File: src/rtl/hazard_pkg.sv
// Shared definitions for the pipeline hazard/stall controller:
// FSM state encoding and the default register-index width.
package hazard_pkg;

  // Controller FSM states; encoding is visible on the state output port.
  typedef enum logic [1:0] {
    RUN     = 2'd0,
    MEMWAIT = 2'd1,
    DRAIN   = 2'd2,
    HALTED  = 2'd3
  } hz_state_t;

  // Default width of a register index (32-entry register file).
  localparam int REG_W_DEF = 5;

endpackage

File: src/rtl/load_use_detect.sv
// Load-use hazard detector: flags when the load sitting in the DE latch
// writes a register that the instruction in the FD latch reads.
// Register 0 is hard-wired to zero, so a load into it never conflicts.
module load_use_detect
  import hazard_pkg::*;
#(
  parameter int REG_W = REG_W_DEF
) (
  input  logic             ex_load,
  input  logic [REG_W-1:0] ex_rd,
  input  logic [REG_W-1:0] dec_rs,
  input  logic [REG_W-1:0] dec_rt,
  output logic             load_use
);

  logic rd_nonzero;
  logic rs_match;
  logic rt_match;

  assign rd_nonzero = |ex_rd;
  assign rs_match   = (ex_rd == dec_rs);
  assign rt_match   = (ex_rd == dec_rt);
  assign load_use   = ex_load & rd_nonzero & (rs_match | rt_match);

endmodule

File: src/rtl/hazard_ctrl_unit.sv
// Parametrised pipeline hazard/stall controller.
// Produces per-latch enable/flush vectors for NSTAGES pipeline latches
// (latch 0 = FD ... latch NSTAGES-1 = MW) plus the PC enable. Handles
// data-memory wait states, halt drain, taken branches, jumps, load-use
// stalls and instruction-fetch misses.
// Outputs are combinational from the registered FSM state and the inputs.
// Optional feature macro: HAZARD_PERF_EN -- when defined, stall_cycles and
// flush_events are live 32-bit wrapping counters; otherwise they read 0.
module hazard_ctrl_unit
  import hazard_pkg::*;
#(
  parameter int NSTAGES    = 4,
  parameter int BR_LATCH   = 2,
  parameter int JMP_LATCH  = 1,
  parameter int HALT_LATCH = 3,
  parameter int REG_W      = REG_W_DEF
) (
  input  logic               CLK,
  input  logic               RST,
  input  logic               ihit,
  input  logic               dhit,
  input  logic               dREN,
  input  logic               dWEN,
  input  logic               branching,
  input  logic               jumping,
  input  logic               halt,
  input  logic               ex_load,
  input  logic [REG_W-1:0]   ex_rd,
  input  logic [REG_W-1:0]   dec_rs,
  input  logic [REG_W-1:0]   dec_rt,
  output logic               pc_en,
  output logic [NSTAGES-1:0] en,
  output logic [NSTAGES-1:0] flush,
  output logic               halted,
  output logic [1:0]         state,
  output logic [31:0]        stall_cycles,
  output logic [31:0]        flush_events
);

  // Drain counter must hold up to NSTAGES-1 (halt raised at latch 0).
  localparam int CNT_W     = $clog2(NSTAGES);
  localparam int DRAIN_CNT = NSTAGES - 1 - HALT_LATCH;
  localparam logic [CNT_W-1:0]   DRAIN_INIT = CNT_W'(DRAIN_CNT);
  localparam logic [CNT_W-1:0]   CNT_ONE    = CNT_W'(1);
  localparam logic [NSTAGES-1:0] ALL_ONES   = {NSTAGES{1'b1}};
  localparam logic [NSTAGES-1:0] FD_BIT     = NSTAGES'(1);
  localparam logic [NSTAGES-1:0] DE_BIT     = NSTAGES'(2);

  hz_state_t        state_reg;
  hz_state_t        state_next;
  logic [CNT_W-1:0] cnt_reg;
  logic [CNT_W-1:0] cnt_next;
  logic             halted_reg;
  logic             halted_next;

  logic [NSTAGES-1:0] en_c;
  logic [NSTAGES-1:0] flush_c;
  logic               pc_en_c;

  logic [NSTAGES-1:0] br_mask;
  logic [NSTAGES-1:0] jmp_mask;

  logic dbusy;
  logic load_use;
  logic resolve;
  logic ihit_eff;

  // Bubble masks: a resolved branch/jump squashes every latch younger than it.
  for (genvar gi = 0; gi < NSTAGES; gi++) begin : g_masks
    assign br_mask[gi]  = (gi < BR_LATCH);
    assign jmp_mask[gi] = (gi < JMP_LATCH);
  end

  load_use_detect #(
    .REG_W (REG_W)
  ) u_load_use (
    .ex_load  (ex_load),
    .ex_rd    (ex_rd),
    .dec_rs   (dec_rs),
    .dec_rt   (dec_rt),
    .load_use (load_use)
  );

  assign dbusy = (dREN | dWEN) & ~dhit;

  // The normal hazard rules apply in RUN, and also in the very cycle a
  // MEMWAIT completes so the pipe restarts without a dead cycle.
  assign resolve  = (state_reg == RUN) | ((state_reg == MEMWAIT) & dhit);
  // Fetch status is not considered while recovering from a memory wait.
  assign ihit_eff = (state_reg == MEMWAIT) ? 1'b1 : ihit;

  // Priority-ordered hazard resolution and next-state selection.
  always_comb begin
    en_c        = '0;
    flush_c     = '0;
    pc_en_c     = 1'b0;
    state_next  = state_reg;
    cnt_next    = cnt_reg;
    halted_next = halted_reg;

    if (resolve) begin
      if (dbusy) begin
        // Memory not ready: freeze everything and wait.
        state_next = MEMWAIT;
      end else begin
        state_next = RUN;
        if (halt) begin
          en_c    = ALL_ONES;
          flush_c = FD_BIT;
          if (DRAIN_CNT == 0) begin
            state_next  = HALTED;
            halted_next = 1'b1;
          end else begin
            state_next = DRAIN;
            cnt_next   = DRAIN_INIT;
          end
        end else if (branching) begin
          en_c    = ALL_ONES;
          flush_c = br_mask;
          pc_en_c = 1'b1;
        end else if (jumping) begin
          en_c    = ALL_ONES;
          flush_c = jmp_mask;
          pc_en_c = 1'b1;
        end else if (load_use) begin
          // Hold FD, drop a bubble into DE, let the older stages advance.
          en_c    = ALL_ONES & ~FD_BIT;
          flush_c = DE_BIT;
        end else if (!ihit_eff) begin
          en_c    = ALL_ONES;
          flush_c = FD_BIT;
        end else begin
          en_c    = ALL_ONES;
          pc_en_c = 1'b1;
        end
      end
    end else begin
      case (state_reg)
        DRAIN: begin
          // Let older instructions retire while bubbling the front end;
          // a pending data access freezes both pipe and counter.
          if (!dbusy) begin
            en_c     = ALL_ONES;
            flush_c  = FD_BIT;
            cnt_next = cnt_reg - CNT_ONE;
            if (cnt_reg <= CNT_ONE) begin
              state_next  = HALTED;
              halted_next = 1'b1;
            end
          end
        end
        default: begin
          // MEMWAIT without dhit, or HALTED: everything held.
        end
      endcase
    end

    if (RST) begin
      en_c    = '0;
      flush_c = ALL_ONES;
      pc_en_c = 1'b0;
    end
  end

  // FSM state, drain counter and sticky halted flag.
  always_ff @(posedge CLK) begin
    if (RST) begin
      state_reg  <= RUN;
      cnt_reg    <= '0;
      halted_reg <= 1'b0;
    end else begin
      state_reg  <= state_next;
      cnt_reg    <= cnt_next;
      halted_reg <= halted_next;
    end
  end

  assign en     = en_c;
  assign flush  = flush_c;
  assign pc_en  = pc_en_c;
  assign halted = halted_reg;
  assign state  = state_reg;

`ifdef HAZARD_PERF_EN
  logic [31:0] stall_reg;
  logic [31:0] flush_ev_reg;
  logic        ctl_flush;

  // A branch or jump flush is issued only when it wins the priority chain.
  assign ctl_flush = resolve & ~dbusy & ~halt & (branching | jumping);

  // Performance counters; both wrap naturally at 2^32.
  always_ff @(posedge CLK) begin
    if (RST) begin
      stall_reg    <= '0;
      flush_ev_reg <= '0;
    end else begin
      if (!pc_en_c && (state_reg != HALTED)) begin
        stall_reg <= stall_reg + 32'd1;
      end
      if (ctl_flush) begin
        flush_ev_reg <= flush_ev_reg + 32'd1;
      end
    end
  end

  assign stall_cycles = stall_reg;
  assign flush_events = flush_ev_reg;
`else
  assign stall_cycles = '0;
  assign flush_events = '0;
`endif

endmodule

File: config.mk
export PLATFORM = sky130hd
export DESIGN_NAME = hazard_ctrl_unit
export DESIGN_NICKNAME = d
export VERILOG_FILES = /design/src/rtl/hazard_pkg.sv /design/src/rtl/load_use_detect.sv /design/src/rtl/hazard_ctrl_unit.sv
export SDC_FILE = /design/constraint.sdc
export NUM_CORES = 1
export LEC_CHECK = 0
export ABC_CLOCK_PERIOD_IN_PS = 5500
export BUFFER_PORTS_ARGS = -buffer_cell sky130_fd_sc_hd__buf_2
export CORE_ASPECT_RATIO = 0.75
export CORE_MARGIN = 1
export CORE_UTILIZATION = 39
export CTS_CLUSTER_DIAMETER = 80
export DETAILED_ROUTE_END_ITERATION = 6
export PLACE_DENSITY = 0.86
export RECOVER_POWER = 25
export SLEW_MARGIN = 5
export SYNTH_ARGS = -nofsm -noshare
export SYNTH_HDL_FRONTEND = slang
export SYNTH_SLANG_ARGS = --single-unit
File: constraint.sdc
create_clock -name CLK -period 5.5 [get_ports CLK]
set_clock_uncertainty 0.15 [all_clocks]
set_input_delay 1.1 -clock CLK [delete_from_list [all_inputs] [get_ports CLK]]
set_output_delay 1.1 -clock CLK [all_outputs]
set_load 0.01 [all_outputs]
Yosys cells after proc, flatten, opt, wreduce, memory -nomap -nowiden
Cells that the tools add are included.

Register bits after elaboration: 5. Input bits: 25. Output and inout bits: 76. Logic and storage cells: 70.

Add/sub/neg operators: 1. $lt $le $gt $ge: 1. Equal/unequal tests: 8. Mux-type cells: 40. Bitwise operators: 10. Reduce and logical (&&, ||, !) cells: 7.

Operators with widths (count): two-way mux 4 bit (7); two-way mux 1 bit (22); two-way mux 2 bit (11); equality test 5 bit (2); inequality test 2 bit, second input constant (3); AND reduction 3 bit (2); AND reduction 5 bit (1); OR reduction 5 bit (1); bitwise AND 1 bit (4); nonzero test 2 bit (2); inverter 1 bit (3); OR 1 bit (3); equality test 2 x 1 -> 1 bit, second input constant (1); equality test 2 bit, second input constant (1); less-or-equal comparator 2 x 1 -> 1 bit, second input constant (1); zero test 2 bit (1); inequality test 2 x 1 -> 1 bit, second input constant (1); subtractor 2 x 1 -> 2 bit, second input constant (1).

Depth between registers and ports, before layout
Gate-level depths: netlist (run 1).

Depth in word-level cells: 10. Mapped depth: 6. Depth with buffers taken out: 6.

Cells and area by module
A second synthesis (run 1) with hierarchy kept.

Cells, all modules: 131. Area total of the unflattened synthesis: 994.7 sq um.

By module, submodules not included: hazard_ctrl_unit (instances 1, cells an instance 114, area each 869.6 sq um, sequential area each 100.1 sq um); load_use_detect (instances 1, cells an instance 17, area each 125.1 sq um, sequential area each 0.0 sq um).

Worst setup path before layout (run 1)
OpenSTA, ideal clock, no wires.

Path kind: input -> output. From: input ex_rd[1]. To: output flush[0]. Arrival: 2.214 ns. Data required time: 4.250 ns. Path slack: 2.036 ns. Stages on the path: 4. Path buffers: 0. Cell sequence: or4_4 o21ai_4 nor3_1 a211oi_1.

Longest elaborated chain between the ends: 10. Elaborated cells on any way between the ends: 13. Those cells by class: 2 x eq/ne; 7 x mux; 3 x bitwise; 1 x reduce/logical.

RTL lines: start, declared (line hazard_ctrl_unit.sv:28) `input logic [REG_W-1:0] ex_rd,`; equality test 5 bit, or another cell as far along (line load_use_detect.sv:21) `assign rs_match = (ex_rd == dec_rs);`; OR 1 bit / bitwise AND 1 bit (equally long branches) (line load_use_detect.sv:23) `assign load_use = ex_load & rd_nonzero & (rs_match | rt_match);`; bitwise AND 1 bit * (line load_use_detect.sv:23); two-way mux 2 bit * (line hazard_ctrl_unit.sv:125) `end else if (load_use) begin`; two-way mux 2 bit * (line hazard_ctrl_unit.sv:121) `end else if (jumping) begin`; two-way mux 2 bit * (line hazard_ctrl_unit.sv:117) `end else if (branching) begin`; two-way mux 2 bit * (line hazard_ctrl_unit.sv:107) `if (halt) begin`; two-way mux 2 bit * (line hazard_ctrl_unit.sv:102) `if (dbusy) begin`; two-way mux 4 bit * (line hazard_ctrl_unit.sv:101) `if (resolve) begin`; two-way mux 4 bit * (line hazard_ctrl_unit.sv:158) `if (RST) begin`; end, declared (line hazard_ctrl_unit.sv:33) `output logic [NSTAGES-1:0] flush,`.

Every way passes the cells marked *; elsewhere a longest branch is shown, timed or not.

Worst setup path in the final report (run 1)
From: input ex_rd[1]. To: output flush[1].

Same word-level chain as after synthesis.

==> reports/metrics.cfg, run 1 <==
[status]
status = finished clean

[yosys]
ys_ff_latch = 5
yosys-top-cells-area = buf_4 (50%), dfxtp_1 (9.8%), xnor2_1 (8.6%)
yosysSeqAreaShare = 0.0982
avgSynthCellArea_um2 = 7.50
netlist.top_cell.by_area = buf_4
synthDistinctLibCells = 32
yosys_warnings = 0
synth_area_um2 = 1020
synth.top_cell.area_share = 0.501
postSynthCellCount = 136

[timing]
finalCriticalPeriod_ns = 3.68
finalCritPeriodShare = 0.669
final-setup-viol-count = 0
hold_viol = 0
slew_violations = 0
rsz0062_at_grt = false
max_freq_mhz = 272
fin_hold_ws_ns = 0.330
tns_ns = 0

[clock_network]
numCtsBuffers = 3
h-tree-depth = 1
cts_setup_buffers = 0
cts_tree = done
clk_pin_slew_ns = 0.04
insertion_delay_ns = 0.24
root_buffer = clkbuf_4
clockBufferDepth = 2
cts_sinks = 5
cts_resized = 0
hold_buffers = 0

[die]
die_area_um2 = 2830
die_w_um = 61.0
core_um2 = 2380
io-pin-count = 101
die_y_um = 46.3
rows = 15
initial_utilization = 0.428

[worst_setup_path]
crit_slowest_cell = or4_4
cp_common_cell = buf_2
crit_fanout = 4
max_stage_delay_ns = 0.54
arrival_ns = 2.43
critPathTopFamily = simple AND/OR/NAND/NOR gates
endpoint_kind = output port
critical_path_class = in2out
critPathRequiredTime_ns = 4.25
cp-start-kind = input port
crit_chain = buf_2 -> or4_4 -> o21ai_4 -> nor3_1 -> a221o_1 -> buf_2
path_buf_inv = 2

[drt]
drt-total-wl_um = 1600
dr.pass1.iters = 3
route.met2.wl_um = 822
routed.top_layer = met3
final_antenna_net_count = 0
vias_per_cell = 3.77
drtIter0Drc = 17
wl_per_cell_um = 7.82
num_vias = 770
route.detailed.drc = 0
met1_length_um = 688
wl_met3_um = 84

[global_routing]
antenna_found_initial = 0
grt_pass1_wl_um = 2420
grt_max_degree = 14
grt-ovfl-total = 0
gr-usage-all-layers = 0.114
grt_pass1_vias = 578

[place]
port_buffers = 36
hpwl_um = 1400
routabilityCongestion = 0.755

[pwr]
power.density_nw_per_um2 = 157
power_frac_clock = 0.268
switching_share = 0.408
p_switching_uw = 63.2
p_int_uw = 91.8
p_leak_uw = 0.000536
seqPwrFrac = 0.276
vdd_drop_max_v = 0.0000558
total_power_uw = 155
pwr-share-comb = 0.456

[final_layout]
nFillCells = 273
n_antenna_cell = 0
syn2layout_area_growth_pct = -3.31
final_layout_size_suffix_gt1_frac = 0.229
fin_nets = 197

[min_path]
hold_path_class = reg2reg

[flow_run]
maxCapViolCount = 0

-- final timing paths --
check                                start        to  slack (ns)  cells after the start
worst min register to register      halted    halted        0.33                      2
worst max register to register  cnt_reg[1]    halted        4.18                      6
worst max-delay path              ex_rd[1]  flush[1]        1.82                      6
worst min-delay path                halted    halted        0.33                      2
-- cells in the final DEF, fill, tap and decap left out, drive strengths merged, types with 2 or more instances in the layout --
master	netlist	final
conb	1	64
buf	69	33
xnor2	10	10
nor2	7	7
clkbuf	0	7
nor3	6	6
dfxtp	5	5
inv	4	4
a21oi	4	4
nand3	3	3
nand2	3	3
nand2b	3	3
o21ai	3	3
o22ai	2	2
-- through the flow --
| step | std cells | area [um^2] | util | setup slack [ns] |
|---|---|---|---|---|
| 2_1_floorplan | 199 | 1260 | - | 2.04 |
| 3_3_place_gp | 200 | 963 | 0.404 | 1.83 |
| 3_5_place_dp | 200 | 963 | 0.404 | 1.82 |
| 4_1_cts | 204 | 990 | 0.415 | 1.81 |
| 5_1_grt | 204 | 986 | 0.414 | 1.73 |
| 6_report | 204 | 986 | 0.414 | 1.82 |
-- power groups by stage --
stage               logic (uW)  clock network (uW)  registers, uW
finish                    70.7                41.5           42.8
global route              81.1                45.7           43.3
CTS                       70.5                44.2           42.8
detailed placement        70.2                   0           43.5
global placement          69.8                   0           43.3
floorplan                 83.6                   0           43.7
-- cell usage after synthesis --
master and n:
dfxtp_1 5, nand2b_1 3, xnor2_1 10, or4_4 1, o21ai_1 1, buf_2 1
nor3_1 6, o21ai_0 1, a21boi_0 1, nor2b_1 1, a31oi_1 1, a211o_1 1
mux2i_1 1, buf_4 68, and3b_1 1, inv_1 4, a21oi_1 4, a211oi_1 1
o31ai_1 1, o21bai_1 1, o22ai_1 2, nor2_1 7, xor2_1 1, ha_1 1
conb_1 1, a221o_1 1, nand3b_1 1, nand3_1 3, o21ba_2 1, o21a_1 1
o21ai_4 1, nand2_1 3
-- logic make-up (layout without fill, tap and decap cells) --
family,Yosys count,count (layout),share of synthesized area
buffers and inverters,73,44,0.520
and+or+nand+nor,26,26,0.133
AOI/OAI and AO/OA,18,18,0.129
xor gates and xnor gates,11,11,0.0945
DFF,5,5,0.0982
adders and majority gates,1,1,0.0123
other,1,64,0.00368
muxes,1,1,0.00982
-- worst reg2reg max path, stage by stage (launching register included) --
cell	delay (ns)
dfxtp_1	0.36
inv_1	0.05
ha_1	0.17
and3b_1	0.21
o31ai_1	0.06
a21oi_1	0.15
nor2_1	0.05
-- routing by layer --
metal	GRT usage	up-vias
li1	-	382
met1	0.138	349
met2	0.207	39
met3	0.00843	0
met4	0.0545	0
met5	0	-
-- area by class of cell --
type / count / area, um^2 / area share
clock buffer: 4 / 26.3 / 0.0266
inverter: 4 / 15.0 / 0.0152
multi-input combinational: 121 / 626 / 0.635
sequential: 5 / 100 / 0.102
tap: 34 / 42.5 / 0.0431
timing repair buffer: 36 / 176 / 0.179
(Power assumes the default switching activity.)
==> run 2, diff against run 1 <==
--- a/config.mk
+++ b/config.mk
@@ -5,14 +5,14 @@
 export SDC_FILE = /design/constraint.sdc
 export NUM_CORES = 1
 export LEC_CHECK = 0
-export ABC_CLOCK_PERIOD_IN_PS = 5500
+export ABC_CLOCK_PERIOD_IN_PS = 3100
 export BUFFER_PORTS_ARGS = -buffer_cell sky130_fd_sc_hd__buf_2
 export CORE_ASPECT_RATIO = 0.75
 export CORE_MARGIN = 1
-export CORE_UTILIZATION = 39
+export CORE_UTILIZATION = 33
 export CTS_CLUSTER_DIAMETER = 80
 export DETAILED_ROUTE_END_ITERATION = 6
-export PLACE_DENSITY = 0.86
+export PLACE_DENSITY = 0.78
 export RECOVER_POWER = 25
 export SLEW_MARGIN = 5
 export SYNTH_ARGS = -nofsm -noshare
==> constraint.sdc (replaced) <==
create_clock -name CLK -period 3.1 [get_ports CLK]
set_clock_uncertainty 0.15 [all_clocks]
set_input_delay 0.62 -clock CLK [delete_from_list [all_inputs] [get_ports CLK]]
set_output_delay 0.62 -clock CLK [all_outputs]
set_load 0.01 [all_outputs]
==> reports/metrics.cfg, run 2 (synthesis gave the netlist of run 1 again) <==
[status]
status = finished clean

[worst_setup_path]
rr_worst_depth = 6  ; unchanged
r2r_start = cnt_reg[1]
crit_path_start = ex_rd[1]
reg2reg_slack_ns = 1.80  ; -2.38 ns
crit_fanout = 4  ; unchanged
cp-start-kind = input port
critical_path_class = in2out
crit_slowest_cell = or4_4
arrival_ns = 1.95  ; -0.48 ns
critPathRequiredTime_ns = 2.33  ; -1.92 ns
crit_chain = buf_2 -> or4_4 -> o21ai_4 -> nor3_1 -> a221o_1 -> buf_2
endpoint = flush[1]
r2r-end = halted
cp_common_cell = buf_2
endpoint_kind = output port
max_stage_delay_ns = 0.54  ; about the same

[final_layout]
mostFrequentLayoutCell = conb_1
fin_nets = 197  ; unchanged
regArea_um2 = 100  ; unchanged
final_layout_size_suffix_gt1_frac = 0.235  ; +0.00588
nFillCells = 335  ; +23%
syn2layout_area_growth_pct = -0.859
layout_common_cells = conb_1 (64), buf_2 (34), xnor2_1 (10)
multi_input_area_um2 = 626  ; unchanged
finalInstanceArea_um2 = 1010  ; +2.5%
n_antenna_cell = 0  ; unchanged
final_core_util = 0.344  ; -0.0692

[clock_network]
cts_setup_buffers = 0  ; unchanged
insertion_delay_ns = 0.22  ; -0.02 ns
h-tree-depth = 1  ; unchanged
clk_pin_slew_ns = 0.03  ; about the same
numCtsBuffers = 3  ; unchanged
cts_resized = 0  ; unchanged
root_buffer = clkbuf_8
hold_buffers = 0  ; unchanged
cts_sinks = 5  ; unchanged
cts_tree = done
clockBufferDepth = 2  ; unchanged

[global_routing]
grt_pass1_wl_um = 2150  ; -11%
grt_pass1_vias = 542  ; -6.2%
grt_max_degree = 14  ; unchanged
gr-usage-all-layers = 0.0830  ; -0.0313
antenna_found_initial = 0  ; unchanged
grt-ovfl-total = 0  ; unchanged

[pwr]
total_power_uw = 318  ; +110%
power.density_nw_per_um2 = 315  ; +100%
p_leak_uw = 0.000546  ; +2.0%
vdd_drop_max_v = 0.0000972  ; +74%

[die]
die_w_um = 66.2  ; +8.4%
die_y_um = 50.1  ; +8.3%
core_um2 = 2940  ; +23%
io-pin-count = 101  ; unchanged
initial_utilization = 0.347  ; -0.0804
die_area_um2 = 3320  ; +17%
rows = 17  ; +2

[min_path]
hold_path_class = reg2reg
whs_path_depth = 2  ; unchanged

[drt]
met1_length_um = 657  ; -4.5%
dr.pass1.iters = 7  ; +4
vias_per_cell = 3.65  ; -3.3%
routed.top_layer = met4
drtIter0Drc = 22  ; +5
final_antenna_net_count = 0  ; unchanged
num_vias = 759  ; -1.4%
wl_per_cell_um = 7.48  ; -4.4%
route.detailed.drc = 0  ; unchanged
route.met2.wl_um = 781  ; -5.0%
wl_met3_um = 109  ; +30%
drt-total-wl_um = 1560  ; -2.5%

[timing]
finalCriticalPeriod_ns = 2.72
hold_viol = 0  ; unchanged
slew_violations = 0  ; unchanged
finalCritPeriodShare = 0.876
max_freq_mhz = 368
tns_ns = 0  ; unchanged
rsz0062_at_grt = false
final-setup-viol-count = 0  ; unchanged

[place]
hpwl_um = 1390  ; -0.96%
port_buffers = 36  ; unchanged
dpl_cell_area_um2 = 968  ; +0.52%
routabilityCongestion = 0.739  ; -2.1%

[flow_run]
maxCapViolCount = 0  ; unchanged

[run 2: cell count changes in the layout (fill, tap and decap cells not counted)]
cell,change
clkbuf_4,-3
clkbuf_8,+3
clkbuf_1,-1
buf_2,+1
[run 2: area by class of cell]
type	instances	area share
clock buffers	4	0.0446
inverters	4	0.0149
multi-input cells	121	0.619
well taps	38	0.0470
repair buffers	36	0.176
flip-flops and latches	5	0.0990
[run 2: where the power goes]
group          switching (uW)  internal [uW]
Clock                    29.1           88.0
Sequential               5.58           70.3
Combinational            80.8           44.5
[run 2: per-stage QoR]
stage / hold slack, ns / worst slack, ns / cells
final: 0.331 / 0.384 / 208
after global routing: 0.363 / 0.317 / 208
after CTS: 0.333 / 0.381 / 208
after detailed placement: 0.324 / 0.382 / 204
after global placement: 0.313 / 0.390 / 204
after floorplan: 0.335 / 0.596 / 199
[run 2: worst min-delay path by stage]
stage,from,endpoint
after floorplan,cnt_reg[0],cnt_reg[0]
after global placement,halted,halted
after detailed placement,halted,halted
after CTS,halted,halted
after global routing,halted,halted
final,halted,halted
[run 2: critical path, delay by kind of cell]
family                 cells  cell delay (ns)
and+or+nand+nor            2             0.61
buffers and inverters      2             0.26
AOI/OAI and AO/OA          2             0.46
[run 2: metal layers]
metal  up-vias  GRT usage
li1        378          -
met1       338      0.101
met2        41      0.138
met3         2     0.0159
met4         0     0.0426
met5         -          0
==> run 3, diff against run 2 <==
--- a/config.mk
+++ b/config.mk
@@ -5,14 +5,15 @@
 export SDC_FILE = /design/constraint.sdc
 export NUM_CORES = 1
 export LEC_CHECK = 0
+export ABC_AREA = 1
 export ABC_CLOCK_PERIOD_IN_PS = 3100
 export BUFFER_PORTS_ARGS = -buffer_cell sky130_fd_sc_hd__buf_2
 export CORE_ASPECT_RATIO = 0.75
 export CORE_MARGIN = 1
-export CORE_UTILIZATION = 33
+export CORE_UTILIZATION = 34
 export CTS_CLUSTER_DIAMETER = 80
 export DETAILED_ROUTE_END_ITERATION = 6
-export PLACE_DENSITY = 0.78
+export PLACE_DENSITY = 0.77
 export RECOVER_POWER = 25
 export SLEW_MARGIN = 5
 export SYNTH_ARGS = -nofsm -noshare
==> reports/metrics.cfg, run 3 <==
[status]
status = finished clean

[yosys]
postSynthCellCount = 176  ; +29%
synth_area_um2 = 1100  ; +8.3%
synth_ff_type = dfxtp_1
ys_async_sr_fraction = 0  ; unchanged
yosys_warnings = 0  ; unchanged
avgSynthCellArea_um2 = 6.28  ; -16%
synthDistinctLibCells = 22  ; -31%
synth_common_cells = buf_4 (68), nand2_1 (33), inv_1 (19), nor2_1 (13), inv_2 (7)
yosys-top-cells-area = buf_4 (46%), nand2_1 (11%), dfxtp_1 (9.1%)
synth.top_cell.area_share = 0.462  ; -0.0386
synth-edff-count = 0  ; unchanged
synth_most_common_cell = buf_4
netlist.top_cell.by_area = buf_4
ys_ff_latch = 5  ; unchanged
yosysSeqAreaShare = 0.0906  ; -0.00756

[worst_setup_path]
critPathTopFamily = compound AO/OA/AOI/OAI gates
crit_fanout = 6  ; +2
critical_path_class = in2out
critPathRequiredTime_ns = 2.33  ; about the same
max_stage_delay_ns = 0.35  ; -0.19 ns
cp-start-kind = input port
path_buf_inv = 4  ; +2
crit_chain = buf_2 -> o21bai_1 -> nand2_4 -> inv_1 -> nor2_1 -> nor2_2 -> o21ai_1 -> inv_1 -> buf_2
arrival_ns = 1.77  ; -0.18 ns
crit_slowest_cell = o21bai_1
endpoint_kind = output port

[clock_network]
hold_buffers = 0  ; unchanged
insertion_delay_ns = 0.22  ; about the same
cts_sinks = 5  ; unchanged
cts_setup_buffers = 0  ; unchanged
numCtsBuffers = 3  ; unchanged
root_buffer = clkbuf_8
clockBufferDepth = 2  ; unchanged
h-tree-depth = 1  ; unchanged
cts_resized = 0  ; unchanged
cts_tree = done
clk_pin_slew_ns = 0.04  ; about the same

[global_routing]
grt_pass1_wl_um = 2470  ; +15%
grt_max_degree = 8  ; -6
grt-ovfl-total = 0  ; unchanged
antenna_found_initial = 0  ; unchanged
gr-usage-all-layers = 0.0957  ; +0.0127
grt_pass1_vias = 644  ; +19%

[die]
io-pin-count = 101  ; unchanged
die_area_um2 = 3480  ; +5.0%
die_y_um = 51.4  ; +2.4%
rows = 17  ; unchanged
core_um2 = 3020  ; +2.9%
initial_utilization = 0.366  ; +0.0184
die_w_um = 67.8  ; +2.5%

[final_layout]
final_layout_size_suffix_gt1_frac = 0.256  ; +0.0206
mostFrequentLayoutCell = conb_1
nFillCells = 348  ; +3.9%
n_antenna_cell = 0  ; unchanged
syn2layout_area_growth_pct = -1.81
fin_nets = 238  ; +21%
layout_common_cells = conb_1 (64), buf_2 (35), nand2_1 (33)

[timing]
fin_hold_ws_ns = 0.316  ; -0.0155 ns
finalCritPeriodShare = 0.819  ; -0.0569
tns_ns = 0  ; unchanged
max_freq_mhz = 394  ; +6.9%
rsz0062_at_grt = false
final-setup-viol-count = 0  ; unchanged
slew_violations = 0  ; unchanged
finalCriticalPeriod_ns = 2.54  ; -0.176 ns
hold_viol = 0  ; unchanged

[place]
hpwl_um = 1510  ; +9.0%
routabilityCongestion = 0.787  ; +6.6%
port_buffers = 36  ; unchanged

[drt]
num_vias = 875  ; +15%
wl_per_cell_um = 6.76  ; -9.6%
route.detailed.drc = 0  ; unchanged
vias_per_cell = 3.51  ; -3.7%
drt-total-wl_um = 1680  ; +8.2%
drtIter0Drc = 41  ; +86%
final_antenna_net_count = 0  ; unchanged
dr.pass1.iters = 6  ; -1

[pwr]
power.density_nw_per_um2 = 334  ; +6.2%
total_power_uw = 363  ; +14%
vdd_drop_max_v = 0.0000852  ; -12%
p_leak_uw = 0.000734  ; +34%

[min_path]
hold_path_class = reg2reg

[flow_run]
maxCapViolCount = 0  ; unchanged

## run 3: cell count changes after synthesis, moves of 3 or more
| cell | previous run | this run |
|---|---|---|
| nor3_1 | 6 | 0 |
| o21ai_1 | 1 | 5 |
| xnor2_1 | 10 | 2 |
| inv_2 | 0 | 7 |
| nand2_1 | 3 | 33 |
| inv_1 | 4 | 19 |
| nor2_1 | 7 | 13 |
| nand2b_1 | 3 | 0 |
## run 3: kinds of logic (layout without fill, tap and decap cells)
kind of cell,after synthesis,after routing,share of synthesized area
buffers and inverters,95,67,0.554
AND/OR/NAND/NOR,57,57,0.222
AO/OA/AOI/OAI,15,15,0.103
flip-flops,5,5,0.0906
XOR/XNOR,2,2,0.0159
adder cells (fa/ha/maj),1,1,0.0113
other,1,64,0.00339
## run 3: final timing paths
kind,from,to,slack [ns],cells after the start
worst max register to register,state[0],halted,1.81,8
worst max-delay path,dWEN,en[0],0.56,9
worst min register to register,cnt_reg[0],cnt_reg[0],0.32,1
worst min-delay path,cnt_reg[0],cnt_reg[0],0.32,1
## run 3: metrics by stage
step | setup slack, ns | utilization | instance area [um^2] | cells
2_1_floorplan | 0.977 | - | 1340 | 239
3_3_place_gp | 0.744 | 0.350 | 1060 | 245
3_5_place_dp | 0.731 | 0.350 | 1060 | 245
4_1_cts | 0.730 | 0.365 | 1100 | 249
5_1_grt | 0.413 | 0.359 | 1080 | 249
6_report | 0.560 | 0.359 | 1080 | 249
## run 3: final cells by class
class | instances | area, um^2 | share of cell area
clock buffers | 4 | 45.0 | 0.0415
inverters | 27 | 101 | 0.0934
multi-input cells | 139 | 612 | 0.564
flip-flops and latches | 5 | 100 | 0.0923
well taps | 38 | 47.5 | 0.0438
repair buffers | 36 | 179 | 0.165
## run 3: per-layer routing
layer	part of all wire	GRT usage	up-vias
met5	0	0	-
li1	-	-	465
met3	0.071	0.0268	2
met1	0.45	0.111	363
met4	0.014	0.0417	0
met2	0.47	0.162	45
## run 3: power by group
group	internal [uW]	switching [uW]
sequential	73.2	5.11
clock	88.5	34.0
combinational	52.7	109
